--- src/rtl/insn_decode_function_pkg.sv ---
// Shared constants for the 16-bit instruction decoder: field positions,
// execute-stage operation codes and the registered decode record.
package insn_decode_function_pkg;

  localparam int INSTR_W   = 16;
  localparam int EXE_W     = 4;
  localparam int REG_IDX_W = 2;
  localparam int IMM_W     = 8;

  // Field positions within the instruction word.
  localparam int I_BIT   = 15;
  localparam int OP_LSB  = 12;
  localparam int OP_W    = 3;
  localparam int DST_LSB = 10;
  localparam int IN1_LSB = 8;
  localparam int IN2_LSB = 6;
  localparam int IMM_LSB = 0;
  localparam int RSV_LSB = 0;
  localparam int RSV_W   = 6;

  // Execute-stage operation codes. 4'h9..4'hE are never produced.
  localparam logic [EXE_W-1:0] EXE_ADD     = 4'h0;
  localparam logic [EXE_W-1:0] EXE_SUB     = 4'h1;
  localparam logic [EXE_W-1:0] EXE_AND     = 4'h2;
  localparam logic [EXE_W-1:0] EXE_OR      = 4'h3;
  localparam logic [EXE_W-1:0] EXE_XOR     = 4'h4;
  localparam logic [EXE_W-1:0] EXE_SHL     = 4'h5;
  localparam logic [EXE_W-1:0] EXE_SHR     = 4'h6;
  localparam logic [EXE_W-1:0] EXE_MOV     = 4'h7;
  localparam logic [EXE_W-1:0] EXE_NOP     = 4'h8;
  localparam logic [EXE_W-1:0] EXE_ILLEGAL = 4'hF;

  // One complete decode, as handed to the execute stage.
  typedef struct packed {
    logic [EXE_W-1:0]     exe_op;
    logic [REG_IDX_W-1:0] dst_idx;
    logic [REG_IDX_W-1:0] in1_idx;
    logic [REG_IDX_W-1:0] in2_idx;
    logic [IMM_W-1:0]     imm_val;
    logic                 imm_sel;
  } decode_t;

  localparam decode_t DECODE_NOP = '{
    exe_op:  EXE_NOP,
    dst_idx: '0,
    in1_idx: '0,
    in2_idx: '0,
    imm_val: '0,
    imm_sel: 1'b0
  };

endpackage

--- src/rtl/insn_decode_function_comb.sv ---
// Pure combinational field decode of one instruction word.
module insn_decode_function_comb
  import insn_decode_function_pkg::*;
(
  input  logic [15:0] instr_i,
  output logic [3:0]  exe_op_o,
  output logic [1:0]  dst_idx_o,
  output logic [1:0]  in1_idx_o,
  output logic [1:0]  in2_idx_o,
  output logic [7:0]  imm_val_o,
  output logic        imm_sel_o
);

  logic             is_imm;
  logic [RSV_W-1:0] rsv_bits;

  assign is_imm   = instr_i[I_BIT];
  assign rsv_bits = instr_i[RSV_LSB +: RSV_W];

  // Select register form, immediate form or illegal from the form bit and reserved field.
  always_comb begin
    // NOTE: every output gets a default first so no path leaves one unassigned (no latch).
    exe_op_o  = EXE_ILLEGAL;
    dst_idx_o = '0;
    in1_idx_o = '0;
    in2_idx_o = '0;
    imm_val_o = '0;
    imm_sel_o = 1'b0;
    if (is_imm) begin
      exe_op_o  = {1'b0, instr_i[OP_LSB +: OP_W]};
      dst_idx_o = instr_i[DST_LSB +: REG_IDX_W];
      in1_idx_o = instr_i[IN1_LSB +: REG_IDX_W];
      imm_val_o = instr_i[IMM_LSB +: IMM_W];
      imm_sel_o = 1'b1;
    end else if (rsv_bits == '0) begin
      exe_op_o  = {1'b0, instr_i[OP_LSB +: OP_W]};
      dst_idx_o = instr_i[DST_LSB +: REG_IDX_W];
      in1_idx_o = instr_i[IN1_LSB +: REG_IDX_W];
      in2_idx_o = instr_i[IN2_LSB +: REG_IDX_W];
    end
  end

endmodule

--- src/rtl/insn_decode_function.sv ---
// Instruction decoder: combinational field decode followed by one output
// register stage, so every decode appears one clock after it is sampled.
module insn_decode_function
  import insn_decode_function_pkg::*;
(
  input  logic        iCLK,
  input  logic        iRST,
  input  logic [15:0] iINSTRUCTION,
  output logic [3:0]  oDECODE_EXE_OPCODE,
  output logic [1:0]  oDECODE_IN1_IDX,
  output logic [1:0]  oDECODE_IN2_IDX,
  output logic [7:0]  oDECODE_IMM_VAL,
  output logic [1:0]  oDECODE_DEST_IDX,
  output logic        oDECODE_SRC1_IS_REG_OR_IMM
);

  decode_t dec_d;
  decode_t dec_q;

  insn_decode_function_comb u_comb (
    .instr_i   (iINSTRUCTION),
    .exe_op_o  (dec_d.exe_op),
    .dst_idx_o (dec_d.dst_idx),
    .in1_idx_o (dec_d.in1_idx),
    .in2_idx_o (dec_d.in2_idx),
    .imm_val_o (dec_d.imm_val),
    .imm_sel_o (dec_d.imm_sel)
  );

  // Load a fresh decode every edge; reset overrides it with a NOP.
  always_ff @(posedge iCLK) begin
    // NOTE: reset is sampled only on the clock edge, and state uses <= so all
    // fields update together from the same pre-edge values.
    if (!iRST) begin
      dec_q <= DECODE_NOP;
    end else begin
      dec_q <= dec_d;
    end
  end

  assign oDECODE_EXE_OPCODE         = dec_q.exe_op;
  assign oDECODE_DEST_IDX           = dec_q.dst_idx;
  assign oDECODE_IN1_IDX            = dec_q.in1_idx;
  assign oDECODE_IN2_IDX            = dec_q.in2_idx;
  assign oDECODE_IMM_VAL            = dec_q.imm_val;
  assign oDECODE_SRC1_IS_REG_OR_IMM = dec_q.imm_sel;

endmodule

--- config.mk ---
export PLATFORM = sky130hd
export DESIGN_NAME = insn_decode_function
export DESIGN_NICKNAME = d
export VERILOG_FILES = /design/src/rtl/insn_decode_function_pkg.sv /design/src/rtl/insn_decode_function_comb.sv /design/src/rtl/insn_decode_function.sv
export SDC_FILE = /design/constraint.sdc
export NUM_CORES = 1
export LEC_CHECK = 0
export CAP_MARGIN = 30
export CORE_MARGIN = 3
export CORE_UTILIZATION = 38
export DETAILED_ROUTE_END_ITERATION = 10
export PLACE_DENSITY = 0.85
export SETUP_SLACK_MARGIN = 0.5
export SLEW_MARGIN = 20
export SYNTH_ARGS = -nofsm -noshare
export SYNTH_HDL_FRONTEND = slang
export SYNTH_HIERARCHICAL = 1
export SYNTH_SLANG_ARGS = --single-unit
--- constraint.sdc ---
create_clock -name iCLK -period 1.3 [get_ports iCLK]
set_input_delay 0.26 -clock iCLK [delete_from_list [all_inputs] [get_ports iCLK]]
set_output_delay 0.26 -clock iCLK [all_outputs]
set_load 0.02 [all_outputs]
# After elaboration in Yosys (flattened, before gate mapping)
# Index checks and enable logic that the tools add are counted.
# Widths: inputs -> output; s select.
[totals] mem_bits_rw=0 elab_cells=18 latchBits=0 mem_bits_ro=0 n_memories=0 out_inout_bits=19 inputBits=18 register_bits=19
[classes] bitwise_logic=2 n_addsub=0 order_cmp=0 div_mod_pow=0 reduce_logical=3 eq_ne=0 n_mul=0 muxes=7 shift=0
[ops] cell="$mux 2" count=4
[ops] cell="$mux 4" count=2
[ops] cell="$logic_not 6->1" count=1
[ops] cell="$reduce_or 3->1" count=1
[ops] cell="$not 1->1" count=2
[ops] cell="$reduce_and 2->1" count=1
[ops] cell="$mux 1" count=1

# Logic depth before layout (Yosys ltp)
# Gate-level depths: netlist (run 1).
[logic_depth] ltp_word=3 ltp_mapped=3 depth_no_buf=3

# Hierarchy
# The synthesis (run 1) kept the hierarchy.
[modules_own_cells] module="insn_decode_function" cells_per_inst=39 area_per_inst_um2=528.0 seq_area_each_um2=380.4 n_inst=1
[modules_own_cells] module="insn_decode_function_comb" cells_per_inst=32 area_per_inst_um2=221.5 seq_area_each_um2=0.0 n_inst=1

# Least setup slack after synthesis (run 1)
# No wires, ideal clock.
[synth_timing] path_kind="input -> register" from="in iINSTRUCTION[5]" to="reg dec_q, in the netlist oDECODE_IN2_IDX[1]" t_required_ns=1.243 path_slack_ns=0.215 cell_stages=3 setup_ns=0.057 arrival_time_ns=1.028 n_path_buf=0 cell_sequence="nor4_4 > and4b_1 > and2_2"
[synth_via] elab_chain_cells=3
[synth_rtl] item="start, declared" line="insn_decode_function.sv:8" rtl="input logic [15:0] iINSTRUCTION,"
[synth_rtl] item="$logic_not 6->1" line="insn_decode_function_comb.sv:35" rtl="end else if (rsv_bits == '0) begin"
[synth_rtl] item="$not 1->1 (no source line)"
[synth_rtl] item="$reduce_or 3->1 (no source line)"
[synth_rtl] item="end signal, assigned" line="insn_decode_function.sv:35" rtl="dec_q <= DECODE_NOP;"
[synth_rtl] item="end signal, assigned" line="insn_decode_function.sv:37" rtl="dec_q <= dec_d;"
[synth_rtl] item="end, declared" line="insn_decode_function.sv:18" rtl="decode_t dec_q;"
# Every way passes these cells.
# A chain may end at the register's enable or synchronous reset.

# Worst setup path in the final report (run 1)
[layout_timing] from="reg dec_q, in the netlist oDECODE_SRC1_IS_REG_OR_IMM" to="out oDECODE_SRC1_IS_REG_OR_IMM"
[layout_lines] item="end, declared" line="insn_decode_function.sv:14" rtl="output logic oDECODE_SRC1_IS_REG_OR_IMM"
# No word-level cell between the ends.

==> impl_metrics.env, run 1 <==
export IMPL_synthSimpleGateAreaFrac_pct=38.9
export IMPL_worst_pin_slew_ps=273
export IMPL_max_freq_ghz=0.977
export IMPL_htree_levels=1
export IMPL_synth_top_area_share_pct=50.8
export IMPL_period_share_pct=78.7
export IMPL_layout_commonest_cell="buf_6"
export IMPL_routed_via_count=686
export IMPL_dp_slack_ps=-290
export IMPL_avgSynthCellArea_um2=10.6
export IMPL_endpoint_kind="primary output"
export IMPL_hold_viol_final=0
export IMPL_ys_seq_area_share_pct=50.8
export IMPL_grt_pass1_wl_um=3790
export IMPL_finalMaxSlewViolations=0
export IMPL_grt_pass1_vias=717
export IMPL_crit_start="oDECODE_SRC1_IS_REG_OR_IMM$_SDFF_PN0_"
export IMPL_startpoint_type="flop"
export IMPL_synth_cells=71
export IMPL_nets=136
export IMPL_port_buffers=36
export IMPL_cts_tree="yes"
export IMPL_powerDensity_nw_per_um2=876
export IMPL_dieHeight_um=50.4
export IMPL_crit_path_top_delay_cell="dfxtp_2"
export IMPL_layout_area_overhead_vs_synth_pct=81.1
export IMPL_ys_ff_latch=19
export IMPL_path_buf_inv=1
export IMPL_critPathRequiredTime_ps=1040
export IMPL_synth_area_um2=749
export IMPL_synth_top_family_by_area="simple AND/OR/NAND/NOR gates"
export IMPL_cts_setup_buffers=0
export IMPL_maxCapViolations=0
export IMPL_drtIter0Drc=25
export IMPL_power_w=0.00119
export IMPL_syn_num_nets=89
export IMPL_clock_sinks=19
export IMPL_worst_setup_path_type="reg -> out"
export IMPL_drive_gt1_share_pct=72.6
export IMPL_synth_fa_ha_area_share_pct=0
export IMPL_final_cell_mix="buf_6, dfxtp_2, and2_1"
export IMPL_ys_top_cells_by_area="dfxtp_1, and2_2, and2_1, a31o_2, nor4_4"
export IMPL_antenna_found_initial=0
export IMPL_cp_max_fo=1
export IMPL_wire_per_inst_um=17.3
export IMPL_crit_path_cell_trace="buf_6"
export IMPL_synth_compound_area_share_pct=7.35
export IMPL_synthMuxAreaShare_pct=0
export IMPL_final_antenna_net_count=0
export IMPL_die_area_um2=2540
export IMPL_io_pins=37
export IMPL_holdBufCountCts=0
export IMPL_worstHoldStart="iINSTRUCTION[3]"
export IMPL_rows=15
export IMPL_grt_max_degree=20
export IMPL_setup_violations=0
export IMPL_tns_ps=0
export IMPL_synth_top_area_cell="dfxtp_1"
export IMPL_rsz0062_at_grt="true"
export IMPL_clk_pin_slew_ps=110
export IMPL_start_util_pct=41.6
export IMPL_slowest_delay_ps=350
export IMPL_relSlewSlack_pct=81.6
export IMPL_cpLargestDelayFamily="flip-flops"
export IMPL_cp_arrival_ps=760
export IMPL_num_fill_cells=118
export IMPL_period_minus_slack_ps=1020
export IMPL_drc=0
export IMPL_holdPathStages=3
export IMPL_die_width_um=50.4
export IMPL_routed_via_density=4.83
export IMPL_grt_usage_pct=21.0
export IMPL_synthDistinctLibCells=14
export IMPL_numCtsBuffers=3
export IMPL_leakagePower_nw=0.604
export IMPL_routed_wl_um=2450
export IMPL_synth_xor_area_share_pct=0
export IMPL_final_setup_worst_slack_ps=276
export IMPL_hold_end="oDECODE_IMM_VAL[3]$_SDFF_PN0_"
export IMPL_drtPass1Iterations=4
export IMPL_cts_buffer_depth=2
export IMPL_root_buffer="clkbuf_4"
export IMPL_ir_worst_vdd_v=0.000723
export IMPL_min_path_type="in -> reg"
export IMPL_grt_remaining_overflow=0
export IMPL_synth_warning_count=6
export IMPL_core_area_um2=1800
export IMPL_antenna_diode_count=0
export IMPL_status="completed"
export IMPL_gp_congestion=0.730
## flip-flops by register name (all words and copies together) (netlist names)
signal	count
oDECODE_SRC1_IS_REG_OR_IMM	1
oDECODE_IMM_VAL	8
oDECODE_IN2_IDX	2
oDECODE_EXE_OPCODE	4
oDECODE_DEST_IDX	2
oDECODE_IN1_IDX	2
## cells by family (layout without fill, tap and decap cells)
| family | count (synthesis) | count (layout) |
|---|---|---|
| AO/OA/AOI/OAI | 8 | 8 |
| buffers and inverters | 3 | 49 |
| flip-flops | 19 | 19 |
| AND/OR/NAND/NOR | 41 | 41 |
## Yosys cell counts, drive strengths merged
| cell | n |
|---|---|
| and2 | 30 |
| and4b | 2 |
| buf | 2 |
| dfxtp | 19 |
| nor3 | 3 |
| nand2b | 1 |
| a31o | 4 |
| nor2b | 3 |
| nor4 | 1 |
| nor2 | 1 |
| clkbuf | 1 |
| a21oi | 4 |
## stage by stage
step,area [µm²],util [%],std cells,hold WS [ps]
floorplan,766,-,71,333
global placement,1190,66.0,136,973
detailed placement,1190,66.0,136,970
CTS,1330,73.9,142,301
global route,1360,75.3,142,311
finish,1360,75.3,142,308
## final cells by class
type	count	area [µm²]	share of cell area [%]
flip-flops and latches	19	404	29.8
repair buffers	45	460	33.9
well taps	25	31.3	2.30
multi-input cells	49	435	32.1
clock buffers	4	26.3	1.94
## power by group
group	leakage, nW	internal [W]	total, W	switching [W]
clock	0.0150	0.000119	0.000293	0.000174
combinational	0.427	0.000151	0.000272	0.000121
sequential	0.163	0.000611	0.000623	0.0000113
total	0.604	0.000882	0.00119	0.000307
## worst max-delay path by stage
stage | endpoint | slack [ps] | cells after the start
after floorplan | oDECODE_IN2_IDX[1]$_SDFF_PN0_ | 220 | 3
after global placement | oDECODE_IN2_IDX[1]$_SDFF_PN0_ | -260 | 5
after detailed placement | oDECODE_IN2_IDX[1]$_SDFF_PN0_ | -290 | 5
after CTS | oDECODE_SRC1_IS_REG_OR_IMM | 280 | 1
after global routing | oDECODE_IMM_VAL[7] | 260 | 1
final | oDECODE_SRC1_IS_REG_OR_IMM | 280 | 1
## what timing repair did
item                                    4_1_cts  5_1_grt
gates resized for setup                     183        6
endpoints found under the setup margin       38       29
gates cloned                                  2        0
pin swaps                                     7        1
endpoints found under the hold margin         0        0
## metal layers
layer,global-route usage [%],wire length (µm)
met2,39.3,1370
met1,22.2,893
met4,12.6,61
met5,0,0
met3,2.37,130
Power figures use the tool's default switching activity.
==> inputs of run 2 (changes only) <==
==> constraint.sdc (replaced) <==
create_clock -name iCLK -period 1 [get_ports iCLK]
set_input_delay 0.2 -clock iCLK [delete_from_list [all_inputs] [get_ports iCLK]]
set_output_delay 0.2 -clock iCLK [all_outputs]
set_load 0.02 [all_outputs]
==> run 2 against run 1 <==
  * Final cell count up 2.1%
  * Wire length increased by 2.9%
  * Critical path depth unchanged
  * Sequential power rose by 25%
  * Count of clock-buffer cells in the layout fell by 1
  * Die area is the same
  * Clock power is 35% higher
  * Largest power group unchanged
==> impl_metrics.env, run 2 (synthesis gave the netlist of run 1 again) <==
export IMPL_status="completed"
export IMPL_place_hpwl_um=1350
export IMPL_clock_sinks=19
export IMPL_dieHeight_um=50.4
export IMPL_design_area_um2=1500
export IMPL_antenna_found_initial=0
export IMPL_cts_setup_buffers=0
export IMPL_cpLargestDelayFamily="flip-flops"
export IMPL_largest_reg_flops=8
export IMPL_dp_cells=138
export IMPL_grt_pass1_vias=762
export IMPL_crit_path_top_delay_cell="dfxtp_4"
export IMPL_clk_pin_slew_ps=110
export IMPL_nets=139
export IMPL_path_buf_inv=1
export IMPL_drtIter0Drc=9
export IMPL_period_share_pct=98.1
export IMPL_min_path_type="in -> reg"
export IMPL_crit_path_cell_trace="buf_6"
export IMPL_drc=0
export IMPL_antenna_diode_count=0
export IMPL_drive_gt1_share_pct=83.3
export IMPL_maxCapViolations=0
export IMPL_gp_congestion=0.662
export IMPL_routed_via_count=701
export IMPL_post_dp_cell_area_um2=1300
export IMPL_worst_setup_path_type="reg -> out"
export IMPL_relSlewSlack_pct=82.1
export IMPL_rsz0062_at_grt="true"
export IMPL_rows=15
export IMPL_hold_end="oDECODE_IMM_VAL[3]$_SDFF_PN0_"
export IMPL_final_cell_mix="buf_6, and2_4, dfxtp_4"
export IMPL_root_buffer="clkbuf_4"
export IMPL_final_antenna_net_count=0
export IMPL_finalMaxSlewViolations=0
export IMPL_worst_pin_slew_ps=266
export IMPL_leakagePower_nw=0.670
export IMPL_hold_viol_final=0
export IMPL_worstHoldStart="iINSTRUCTION[3]"
export IMPL_slowest_delay_ps=360
export IMPL_routed_wl_um=2520
export IMPL_ir_worst_vdd_v=0.000710
export IMPL_critPathRequiredTime_ps=800
export IMPL_grt_max_degree=12
export IMPL_drtPass1Iterations=4
export IMPL_cp_max_fo=1
export IMPL_io_pins=37
export IMPL_cts_buffer_depth=2
export IMPL_routed_via_density=4.83
export IMPL_start_util_pct=41.6
export IMPL_powerDensity_nw_per_um2=1060
export IMPL_holdPathStages=3
export IMPL_period_minus_slack_ps=981
export IMPL_cts_tree="yes"
export IMPL_grt_usage_pct=20.6
export IMPL_wire_per_inst_um=17.4
export IMPL_port_buffers=36
export IMPL_startpoint_type="flop"
export IMPL_setup_violations=0
export IMPL_die_width_um=50.4
export IMPL_cp_depth=1
export IMPL_max_freq_ghz=1.02
export IMPL_die_area_um2=2540
export IMPL_num_fill_cells=99
export IMPL_layout_area_overhead_vs_synth_pct=100
export IMPL_endpoint_kind="primary output"
export IMPL_core_area_um2=1800
export IMPL_layout_commonest_cell="buf_6"
export IMPL_cp_arrival_ps=780
export IMPL_grt_remaining_overflow=0
export IMPL_fin_cells=145
export IMPL_htree_levels=1
export IMPL_numCtsBuffers=3
export IMPL_grt_pass1_wl_um=3840
## run 2: changes by cell type in the layout (fill, tap and decap cells not counted), sizes merged
cell and delta:
buf +5, bufbuf +1, clkbuf -1, clkdlybuf4s15 -2, clkdlybuf4s50 +2, clkinv +1
dlygate4sd2 -3
## run 2: report_power, final
group | leakage (nW) | internal [W] | switching, W
sequential | 0.168 | 0.000763 | 0.0000143
combinational | 0.483 | 0.000249 | 0.000169
clock | 0.0177 | 0.000149 | 0.000246
## run 2: layout make-up
type / instances / area (µm²) / share of cell area, %
well taps: 25 / 31.3 / 2.09
flip-flops and latches: 19 / 449 / 30.0
multi-input cells: 49 / 470 / 31.4
repair buffers: 48 / 520 / 34.7
clock buffers: 3 / 22.5 / 1.50
clock inverters: 1 / 5.00 / 0.334
## run 2: metal layers
metal | vias to the layer above | track usage (%) | routed length [µm]
li1 | 331 | - | -
met1 | 344 | 21.8 | 955
met2 | 22 | 39.8 | 1450
met3 | 4 | 3.26 | 91
met4 | 0 | 8.07 | 24
met5 | - | 0 | 0
## run 2: worst max-delay path by stage
stage                                                 from  slack (ps)                       endpoint
final                        oDECODE_IN1_IDX[0]$_SDFF_PN0_          20             oDECODE_IN1_IDX[0]
after global placement                     iINSTRUCTION[5]        -500  oDECODE_IN2_IDX[1]$_SDFF_PN0_
after global routing      oDECODE_EXE_OPCODE[3]$_SDFF_PN1_         -10          oDECODE_EXE_OPCODE[3]
after floorplan                            iINSTRUCTION[5]         -20  oDECODE_IN2_IDX[1]$_SDFF_PN0_
after detailed placement                   iINSTRUCTION[5]        -550  oDECODE_IN2_IDX[1]$_SDFF_PN0_
after CTS                    oDECODE_IN2_IDX[0]$_SDFF_PN0_          20             oDECODE_IN2_IDX[0]
## run 2: repair_timing
item / CTS / global route
gates resized for setup: 177 / 6
pin swaps: 18 / 1
hold buffers: 0 / 0
cloned: 3 / 0
setup endpoints to repair: 38 / 37
endpoints found under the hold margin: 0 / 0
## run 2: per-stage QoR
stage / total power, W / hold slack (ps) / util (%) / setup TNS [ps] / setup slack (ps)
6_report: 0.00159 / 236 / 83.2 / 0 / 18.5
2_1_floorplan: 0.000950 / 272 / - / -45.4 / -22.7
4_1_cts: 0.00155 / 237 / 81.7 / 0 / 23.3
3_3_place_gp: 0.00112 / 920 / 72.2 / -8810 / -496
5_1_grt: 0.00167 / 224 / 83.2 / -119 / -12.2
3_5_place_dp: 0.00113 / 910 / 72.2 / -9580 / -554
==> inputs of run 3 (changes only) <==
--- a/config.mk
+++ b/config.mk
@@ -9,7 +9,7 @@
 export CORE_MARGIN = 3
 export CORE_UTILIZATION = 38
 export DETAILED_ROUTE_END_ITERATION = 10
-export PLACE_DENSITY = 0.85
+export PLACE_DENSITY = 0.73
 export SETUP_SLACK_MARGIN = 0.5
 export SLEW_MARGIN = 20
 export SYNTH_ARGS = -nofsm -noshare
==> run 3 against run 2 <==
  * Cell area is 2.2% lower
  * Die area stayed put
  * Via count is 7.0% lower
  * Hold slack better by 8.2 ps
  * Worst setup slack better by 11 ps
  * Global-route usage is 3.7 points lower
  * Clock power is 5.3% lower
  * Maximum frequency is 1.1% higher
  * Combinational power is 6.7% lower
  * Critical path type unchanged
  * Critical endpoint is now oDECODE_DEST_IDX[0]
  * Highest routed layer unchanged
==> impl_metrics.env, run 3 (synthesis gave the netlist of run 1 again) <==
export IMPL_routed_wl_um=2130
export IMPL_rows=15
export IMPL_routed_via_count=652
export IMPL_die_area_um2=2540
export IMPL_root_buffer="clkbuf_4"
export IMPL_drc=0
export IMPL_status="completed"
export IMPL_ir_worst_vdd_v=0.000696
export IMPL_slowest_delay_ps=360
export IMPL_layout_commonest_cell="buf_6"
export IMPL_layout_area_overhead_vs_synth_pct=95.7
export IMPL_clock_sinks=19
export IMPL_startpoint_type="flop"
export IMPL_post_dp_cell_area_um2=1290
export IMPL_wire_per_inst_um=14.9
export IMPL_gp_congestion=0.738
export IMPL_cp_arrival_ps=770
export IMPL_io_pins=37
export IMPL_final_setup_worst_slack_ps=29.3
export IMPL_design_area_um2=1470
export IMPL_nets=137
export IMPL_die_width_um=50.4
export IMPL_intPower_w=0.00115
export IMPL_hold_viol_final=0
export IMPL_leakagePower_nw=0.653
export IMPL_pwr_share_seq_pct=50.5
export IMPL_place_hpwl_um=1180
export IMPL_final_antenna_net_count=0
export IMPL_critPathRequiredTime_ps=800
export IMPL_crit_path_top_delay_cell="dfxtp_4"
export IMPL_dp_slack_ps=-512
export IMPL_htree_levels=1
export IMPL_power_share_clock_pct=24.3
export IMPL_grt_pass1_vias=704
export IMPL_core_area_um2=1800
export IMPL_cts_setup_buffers=0
export IMPL_port_buffers=36
export IMPL_min_path_type="in -> reg"
export IMPL_grt_pass1_wl_um=3300
export IMPL_clk_pin_slew_ps=110
export IMPL_grt_max_degree=11
export IMPL_relSlewSlack_pct=80.6
export IMPL_drtPass1Iterations=3
export IMPL_start_util_pct=41.6
export IMPL_period_share_pct=97.1
export IMPL_cp_max_fo=1
export IMPL_cpLargestDelayFamily="flip-flops"
export IMPL_antenna_diode_count=0
export IMPL_grt_remaining_overflow=0
export IMPL_grt_usage_pct=16.9
export IMPL_drive_gt1_share_pct=80.5
export IMPL_routed_via_density=4.56
export IMPL_holdBufCountCts=0
export IMPL_largest_reg_flops=8
export IMPL_final_cell_mix="buf_6, and2_4, dfxtp_4"
export IMPL_worst_setup_path_type="reg -> out"
export IMPL_max_freq_ghz=1.03
export IMPL_cts_buffer_depth=2
export IMPL_antenna_found_initial=0
export IMPL_worst_pin_slew_ps=289
export IMPL_rsz0062_at_grt="true"
export IMPL_maxCapViolations=0
export IMPL_setup_violations=0
export IMPL_p_comb_share_pct=25.3
export IMPL_p_sw_share_pct=25.3
export IMPL_path_buf_inv=1
export IMPL_fin_util_pct=81.4
export IMPL_drtIter0Drc=8
export IMPL_dieHeight_um=50.4
export IMPL_period_minus_slack_ps=971
export IMPL_finalMaxSlewViolations=0
export IMPL_crit_path_cell_trace="buf_6"
export IMPL_powerDensity_nw_per_um2=1050
export IMPL_numCtsBuffers=3
export IMPL_cts_tree="yes"
export IMPL_endpoint_kind="primary output"
export IMPL_p_sw_w=0.000390
run 3: repair_timing:
item,in CTS,in global routing
gates resized for setup,178,8
hold endpoints to repair,0,0
pin swaps,7,2
gates cloned,3,0
endpoints found under the setup margin,38,30
run 3: path summary, 6_finish.rpt:
path / cells past startpoint / end / from
min: 3 / oDECODE_IMM_VAL[1]$_SDFF_PN0_ / iINSTRUCTION[1]
max: 1 / oDECODE_DEST_IDX[0] / oDECODE_DEST_IDX[0]$_SDFF_PN0_
run 3: per-stage QoR:
| stage | total power (W) | TNS [ps] | cells | hold WS [ps] |
|---|---|---|---|---|
| finish | 0.00154 | 0 | 143 | 244 |
| global placement | 0.00112 | -8120 | 136 | 919 |
| global route | 0.00163 | -5.56 | 143 | 226 |
| floorplan | 0.000950 | -45.4 | 71 | 272 |
| detailed placement | 0.00112 | -8330 | 136 | 922 |
| CTS | 0.00154 | 0 | 143 | 243 |
run 3: area by class of cell:
| cell class | instances | area (µm²) |
|---|---|---|
| timing repair buffer | 46 | 502 |
| multi-input combinational | 49 | 458 |
| sequential | 19 | 449 |
| fill | 117 | 335 |
| tap | 25 | 31.3 |
| clock buffer | 4 | 26.3 |
run 3: power by group through the flow:
stage          Clock [W]  Sequential [W]  Combinational, W
2_1_floorplan          0        0.000833          0.000117
3_3_place_gp           0        0.000788          0.000330
3_5_place_dp           0        0.000789          0.000333
4_1_cts         0.000386        0.000778          0.000374
5_1_grt         0.000431        0.000781          0.000415
6_report        0.000374        0.000778          0.000390
run 3: layer usage:
layer | GRT usage, % | vias up | share of wire (%)
li1 | - | 330 | -
met1 | 21.0 | 301 | 39
met2 | 30.2 | 19 | 56
met3 | 2.97 | 2 | 4.1
met4 | 3.59 | 0 | 0.80
met5 | 0 | - | 0
